**src/rtl/thread_dcache.sv**
```systemverilog
// Direct-mapped, write-through, one-word-line data cache with a single outstanding
// memory transaction; misses and busy-time stores are reported for thread replay.
module thread_dcache #(
   parameter int unsigned LINES      = 16,
   parameter logic [31:0] ADDR_LIMIT = 32'h0001_0000
) (
   input  logic        clk,
   input  logic        rst,
   input  logic [31:0] d_addr,
   input  logic [31:0] d_wr_data,
   input  logic        d_rd,
   input  logic        d_wr,
   input  logic [2:0]  d_trd,
   output logic [31:0] d_rd_data,
   output logic        d_miss,
   output logic        d_segfault,
   output logic        fill_done,
   output logic [2:0]  fill_trd,
   output logic [31:0] mem_addr,
   output logic        mem_rd,
   output logic        mem_wr,
   output logic [31:0] mem_wr_data,
   input  logic        mem_rdy,
   input  logic [31:0] mem_rd_data
);

   localparam int unsigned IW = $clog2(LINES);
   localparam int unsigned TW = 32 - IW - 2;

   localparam logic [1:0] ST_IDLE  = 2'd0;
   localparam logic [1:0] ST_FILL  = 2'd1;
   localparam logic [1:0] ST_WRITE = 2'd2;

   logic [1:0]    state_q;
   logic [31:0]   req_addr;
   logic [31:0]   req_data;
   logic [2:0]    req_trd;

   logic [LINES-1:0] valid_q;
   logic [TW-1:0]    tag_q  [LINES];
   logic [31:0]      data_q [LINES];

   logic [31:0] rd_data_q;
   logic        miss_q;
   logic        segfault_q;
   logic        fill_done_q;
   logic [2:0]  fill_trd_q;

   logic [IW-1:0] idx;
   logic [TW-1:0] tag;
   logic [IW-1:0] req_idx;
   logic [TW-1:0] req_tag;
   logic          req;
   logic          seg;
   logic          hit;

   always_comb begin
      idx     = d_addr[IW+1:2];
      tag     = d_addr[31:IW+2];
      req_idx = req_addr[IW+1:2];
      req_tag = req_addr[31:IW+2];
      req     = d_rd | d_wr;
      seg     = (d_addr[1:0] != 2'b00) || (d_addr >= ADDR_LIMIT) || (d_rd && d_wr);
      hit     = valid_q[idx] && (tag_q[idx] == tag);
   end

   always_ff @(posedge clk) begin
      if (rst) begin
         state_q     <= ST_IDLE;
         valid_q     <= '0;
         req_addr    <= '0;
         req_data    <= '0;
         req_trd     <= '0;
         rd_data_q   <= '0;
         miss_q      <= 1'b0;
         segfault_q  <= 1'b0;
         fill_done_q <= 1'b0;
         fill_trd_q  <= '0;
      end else begin
         miss_q      <= 1'b0;
         segfault_q  <= 1'b0;
         fill_done_q <= 1'b0;

         // Requests see the array as it stood before any fill landing this cycle.
         if (req) begin
            if (seg) begin
               segfault_q <= 1'b1;
            end else if (d_rd) begin
               if (hit) begin
                  rd_data_q <= data_q[idx];
               end else begin
                  miss_q <= 1'b1;
                  if (state_q == ST_IDLE) begin
                     state_q  <= ST_FILL;
                     req_addr <= {d_addr[31:2], 2'b00};
                     req_trd  <= d_trd;
                  end
               end
            end else if (state_q == ST_IDLE) begin
               // Posted store: update on hit, no allocate on miss.
               if (hit) data_q[idx] <= d_wr_data;
               state_q  <= ST_WRITE;
               req_addr <= {d_addr[31:2], 2'b00};
               req_data <= d_wr_data;
               req_trd  <= d_trd;
            end else begin
               miss_q <= 1'b1;
            end
         end

         if (state_q == ST_FILL && mem_rdy) begin
            valid_q[req_idx] <= 1'b1;
            tag_q[req_idx]   <= req_tag;
            data_q[req_idx]  <= mem_rd_data;
            fill_done_q      <= 1'b1;
            fill_trd_q       <= req_trd;
            state_q          <= ST_IDLE;
         end

         if (state_q == ST_WRITE && mem_rdy) state_q <= ST_IDLE;
      end
   end

   always_comb begin
      d_rd_data   = rd_data_q;
      d_miss      = miss_q;
      d_segfault  = segfault_q;
      fill_done   = fill_done_q;
      fill_trd    = fill_trd_q;
      mem_addr    = req_addr;
      mem_wr_data = req_data;
      mem_rd      = (state_q == ST_FILL);
      mem_wr      = (state_q == ST_WRITE);
   end

endmodule

```
**config.mk**
```make
export PLATFORM = sky130hd
export DESIGN_NAME = thread_dcache
export DESIGN_NICKNAME = d
export VERILOG_FILES = /design/src/rtl/thread_dcache.sv
export SDC_FILE = /design/constraint.sdc
export NUM_CORES = 1
export LEC_CHECK = 0
export CAP_MARGIN = 15
export CORE_UTILIZATION = 30
export DETAILED_ROUTE_END_ITERATION = 6
export PLACE_DENSITY = 0.47
export SYNTH_ARGS = -nofsm -noshare
export SYNTH_HDL_FRONTEND = slang
export SYNTH_SLANG_ARGS = --single-unit
```
**constraint.sdc**
```tcl
create_clock -name clk -period 13.75 [get_ports clk]
set_clock_uncertainty 0.1 [all_clocks]
set_input_delay 1.375 -clock clk [delete_from_list [all_inputs] [get_ports clk]]
set_output_delay 1.375 -clock clk [all_outputs]
set_load 0.01 [all_outputs]
```
## Yosys cells after proc, flatten, opt, wreduce, memory -nomap -nowiden

Memories as Yosys holds them, arrays and structs flattened. A register that Yosys moved wholly into a read port is not among the register bits.
Index checks and enable logic that the tools add are counted.

| operators by class | value |
|---|---|
| $lt $le $gt $ge | 4 |
| equality and inequality tests | 4 |
| muxes and demuxes | 31 |
| bitwise logic cells | 5 |
| reduce and logical (&&, ||, !) cells | 19 |

Operators by type and width:

| operator | number |
|---|---|
| $mux 32 | 4 |
| $ge 32x17->1 const B | 1 |
| $reduce_or 32->1 | 1 |
| $eq 26x26->1 | 1 |
| $mux 1 | 17 |
| $or 16x16->16 | 1 |
| $lt 4x5->1 const B | 2 |
| $mux 3 | 3 |
| $mux 2 | 4 |
| $reduce_and 4->1 | 2 |
| $reduce_bool 2->1 | 3 |
| $reduce_or 3->1 | 2 |
| $logic_and 1x1->1 | 5 |
| $reduce_and 5->1 | 1 |
| $bmux 1 s4 | 1 |
| $demux 1 s4 | 1 |
| $ge 4x1->1 const B | 1 |
| $mux 4 | 1 |
| $not 1->1 | 3 |
| $reduce_and 3->1 | 1 |
| $eq 2x1->1 const B | 1 |
| $eq 2x2->1 const B | 1 |
| $logic_not 2->1 | 1 |
| $logic_or 1x1->1 | 2 |
| 3 further kinds | 3 |

| word-level totals | value |
|---|---|
| register bits | 91 |
| RAM bits | 928 |
| output and inout port bits | 104 |
| word-level logic and storage cells | 74 |
| memories kept | 2 |

Memory list:

| memory | words | width | rd ports | clocked after memory_dff | wr ports | RTL line | source |
|---|---|---|---|---|---|---|---|
| data_q | 16 | 32 | 1 | 1 | 1 | 41 | `logic [31:0] data_q [LINES];` |
| tag_q | 16 | 26 | 1 | 0 | 1 | 40 | `logic [TW-1:0] tag_q [LINES];` |

## Depth between registers and ports, before layout

| logic depth | value |
|---|---|
| word-level depth | 11 |
| depth in mapped cells | 16 |

## Worst setup path before layout

Ideal clock, no wire load.

| timing path | value |
|---|---|
| kind | input to register |
| start | input d_addr[3] |
| end | memory data_q[4][0], enable pin |
| library setup time | 0.421 ns |
| data arrival time | 5.209 ns |
| required time | 13.229 ns |
| path slack | 8.019 ns |
| cell stages on the path | 13 |
| path buffers | 4 |
| cells stage by stage | buf_4 buf_6 buf_6 buf_4 mux4_2 mux2i_1 a2bb2oi_1 o211ai_1 o22ai_1 nand4_1 nor3_1 a31oi_1 nor2_1 |

| on the way | value |
|---|---|
| word-level cells in the longest chain between the ends | 11 |

Ends and longest elaborated chain:

| item | RTL line | source |
|---|---|---|
| start, declared | 9 | `input logic [31:0] d_addr,` |
| $mem_v2 16x26 / $bmux 1 s4 (equally long branches) | n/a |  |
| $eq 26x26->1 / $mux 1 (equally long branches) | 64 | `hit = valid_q[idx] && (tag_q[idx] == tag);` |
| $logic_and 1x1->1 | 64 |  |
| $mux 1 | 101 | `if (hit) data_q[idx] <= d_wr_data;` |
| $mux 1 | 99 | `end else if (state_q == ST_IDLE) begin` |
| $mux 1 | 88 | `end else if (d_rd) begin` |
| $mux 1 | 86 | `if (seg) begin` |
| $mux 1 | 85 | `if (req) begin` |
| $mux 1 | 68 | `if (rst) begin` |
| $mux 1 (not written as such) | 101 |  |
| $mux 1 (no line) | n/a |  |
| end, declared | 41 |  |

Several ways; a longest one is shown, not always the timed one. The select of a mux whose other input is x is not followed.

## Worst setup path in the final report

| timing path | value |
|---|---|
| start | input d_addr[4] |
| end | memory data_q[5][3], enable pin |

The elaborated chain is that of the path after synthesis.

==> results.yml <==
run_status:
  status: "complete, no violations"
global_routing:
  grt_pass1_wl_mm: 168
  grt_use_total: 0.168
  grt_pass1_vias: 22700
  antenna_found_initial: 5
  grt_overflow_total: 0
  grt_max_degree: 79
power:
  clkPwrFrac: 0.451
  power.density_nw_per_um2: 138
  p_sw_frac: 0.217
  seqPwrFrac: 0.505
  p_comb_frac: 0.044
  leakagePower_nw: 16.8
  switchingPower_mw: 1.48
  ir_worst_vdd_mv: 0.109
  internal_power_mw: 5.33
route:
  drc: 0
  ant_nets: 0
  dr.pass1.iters: 5
  via_count: 22100
  drt-total-wl_mm: 117
  via_per_inst: 5.06
  drtIter0Drc: 2015
  wire_per_inst_um: 26.8
final_layout:
  drive_gt1_frac: 0.198
  final_cell_area_um2: 49400
  n_antenna_cell: 0
  nets: 2596
  syn2layout_area_growth_pct: 19.7
  final_util: 0.363
  fillCellCount: 12500
clock_tree:
  cts_hold_buf: 0
  h-tree-depth: 3
  cts.repair.resized: 0
  cts_buffers: 114
  insertion_delay_ns: 0.74
  cts_setup_buffers: 0
  clock_path_buffers: 3
  cts.clk_slew.worst_paths_ns: 0.06
  cts.sinks: 1049
  cts_tree: "yes"
  root_buffer: "clkbuf_16"
yosys:
  synth_top_family_by_area: "multiplexers"
  synth_top_cell_by_area: "edfxtp_1"
  yosys_most_used_dff: "edfxtp_1"
  syn_inst: 2242
  synthSimpleGateAreaFrac: 0.0482
  ys_seq_elements: 1049
  synth-edff-count: 928
  synthArstFlopShare: 0
  synth.area.mux_share: 0.163
  synth_most_common_cell: "edfxtp_1"
  synth_top_area_frac: 0.675
  ys_types: 76
  ys_seq_area_frac: 0.734
  yosys-top-cells-area: "edfxtp_1 (68%), mux4_2 (12%), dfxtp_1 (5.9%), mux2i_1 (3.8%), nand2_1 (1.7%)"
  synthesis.area_um2: 41300
  syn_avg_cell_area_um2: 18.4
  yosys_warnings: 0
  synth_compound_area_frac: 0.0337
  synth-xor-area-share: 0.00276
  netlist_top_cells_count: "edfxtp_1 (928), mux4_2 (220), nand2_1 (191)"
  synthAdderAreaFrac: 0
timing:
  final.min_clock_period_ns: 7.27
  max_clock_freq_ghz: 0.138
  worst_pin_slew_ns: 1.17
  setup-violations-final: 0
  tns_ns: 0
  rsz0062_at_grt: "false"
  period_share: 0.529
  slew_viol_final: 0
  hold_viol: 0
  holdWs_ns: 0.350
  slew_headroom: 0.216
  worst_slack_ns: 6.48
placement:
  dp_hpwl_mm: 72.0
  dp_slack_ns: 5.75
  detailed_place.area_um2: 45600
  io_buffers: 205
  gp_congestion: 0.864
floorplan:
  die_h_um: 373
  core_area_um2: 136000
  dieArea_um2: 139000
  num_rows: 135
  top_level_ports: 208
  die_w_um: 373
  initial_core_util: 0.303
worst_setup_path:
  crit_path_max_incr_delay_ns: 0.94
  worstPathBufferInverterCount: 4
  crit_path_start_kind: "input port"
  crit_slowest_cell: "buf_4"
  critical_path.top_delay_family: "buffers and inverters"
  crit_type: "input port to register"
  cp_data_arrival_time_ns: 7.55
  critPathRequiredTime_ns: 14.03
  crit_fanout: 56
  worstPathCellList: "buf_6 -> buf_4 -> buf_4 -> mux4_2 -> mux2i_1 -> xor2_1 -> a21oi_1 -> nor4_1 -> nand4_1 -> nor3_1 -> a31oi_1 -> nor2_4 -> buf_4"
  end_kind: "register"
  crit_top_cell: "buf_4"
hold_path:
  worstHoldPathType: "register to register"
flow_run:
  maxCapViolCount: 0
==> cell usage in the layout, fill, tap and decap left out, types with 6 or more instances in the layout <==
cell type,count
nor4_1,8
xnor2_1,7
nand4_1,8
o21a_1,7
clkbuf_1,17
edfxtp_1,928
mux4_2,220
o21ai_0,9
a22o_1,13
clkdlybuf4s50_1,200
dfxtp_1,121
xor2_1,6
clkinv_2,32
mux2_2,16
o22ai_1,27
mux2i_1,158
inv_1,22
nor2_4,32
clkbuf_16,116
clkinv_1,22
a221oi_1,9
nor2b_1,17
and2_1,20
clkinvlp_4,7
nand2b_1,8
nor3_1,14
bufinv_16,11
a22oi_1,24
buf_4,48
a31oi_1,10
nand3_1,19
a21oi_1,48
nand2_1,191
nor2_1,82
==> routing by layer <==
layer / vias up / global-route usage / part of all wire
met2: 760 / 0.259 / 0.46
li1: 9501 / - / -
met5: - / 0 / 0.00011
met4: 2 / 0.0471 / 0.024
met3: 167 / 0.0339 / 0.063
met1: 11700 / 0.239 / 0.45
==> logic make-up (layout without fill, tap and decap cells) <==
| family | Yosys count | after routing |
|---|---|---|
| buffers and inverters | 150 | 498 |
| DFF | 1049 | 1049 |
| muxes | 395 | 395 |
| and+or+nand+nor | 436 | 436 |
| other | 1 | 2 |
| xor gates and xnor gates | 13 | 13 |
| AOI/OAI and AO/OA | 198 | 198 |
==> sequential cells by signal, indices dropped and copies added, names as in the netlist <==
signal       flops
data_q         512
tag_q          416
d_rd_data       32
mem_wr_data     32
mem_addr        30
valid_q         16
fill_trd         3
req_trd          3
state_q          2
d_miss           1
d_segfault       1
fill_done        1
==> worst paths after layout <==
path              cells past startpoint                      endpoint  slack (ns)                         start
setup / recovery                     13        data_q[5][3]$_DFFE_PP_        6.48                     d_addr[4]
hold / removal                        2  mem_wr_data[28]$_SDFFE_PP0P_        0.35  mem_wr_data[28]$_SDFFE_PP0P_
setup reg to reg                      9        data_q[5][3]$_DFFE_PP_        7.97       state_q[0]$_SDFFE_PP0P_
hold reg to reg                       2  mem_wr_data[28]$_SDFFE_PP0P_        0.35  mem_wr_data[28]$_SDFFE_PP0P_
==> worst reg2reg max path, stage by stage, from the launching register on <==
cell and delay, ns:
dfxtp_1 0.40, nor2b_1 0.61, nand2_1 0.40, or2_2 0.76
inv_2 0.86, nand3b_1 0.75, a21boi_0 0.33, buf_4 0.25
nor2_4 0.49, buf_4 0.46
==> metrics by stage <==
step,power (mW),instances
6_report,6.81,4372
5_1_grt,7.02,4372
4_1_cts,6.89,4372
3_5_place_dp,3.81,4157
3_3_place_gp,3.81,4152
2_1_floorplan,3.68,2243
==> cell type report <==
type | count | area, um^2 | share of cell area
Clock inverter | 79 | 788 | 0.0160
Tap cell | 1781 | 2230 | 0.0451
Timing Repair Buffer | 257 | 2490 | 0.0505
Clock buffer | 136 | 3010 | 0.0609
Inverter | 26 | 100 | 0.00203
Sequential cell | 1049 | 30300 | 0.613
Multi-Input combinational cell | 1044 | 10500 | 0.212
==> power groups by stage <==
| stage | clock [mW] | sequential (mW) | combinational, mW |
|---|---|---|---|
| finish | 3.07 | 3.44 | 0.297 |
| global route | 3.26 | 3.44 | 0.316 |
| CTS | 3.14 | 3.44 | 0.301 |
| detailed placement | 0 | 3.51 | 0.301 |
| global placement | 0 | 3.51 | 0.298 |
| floorplan | 0 | 3.51 | 0.176 |
Note: power is estimated with default switching activity, not from simulation.
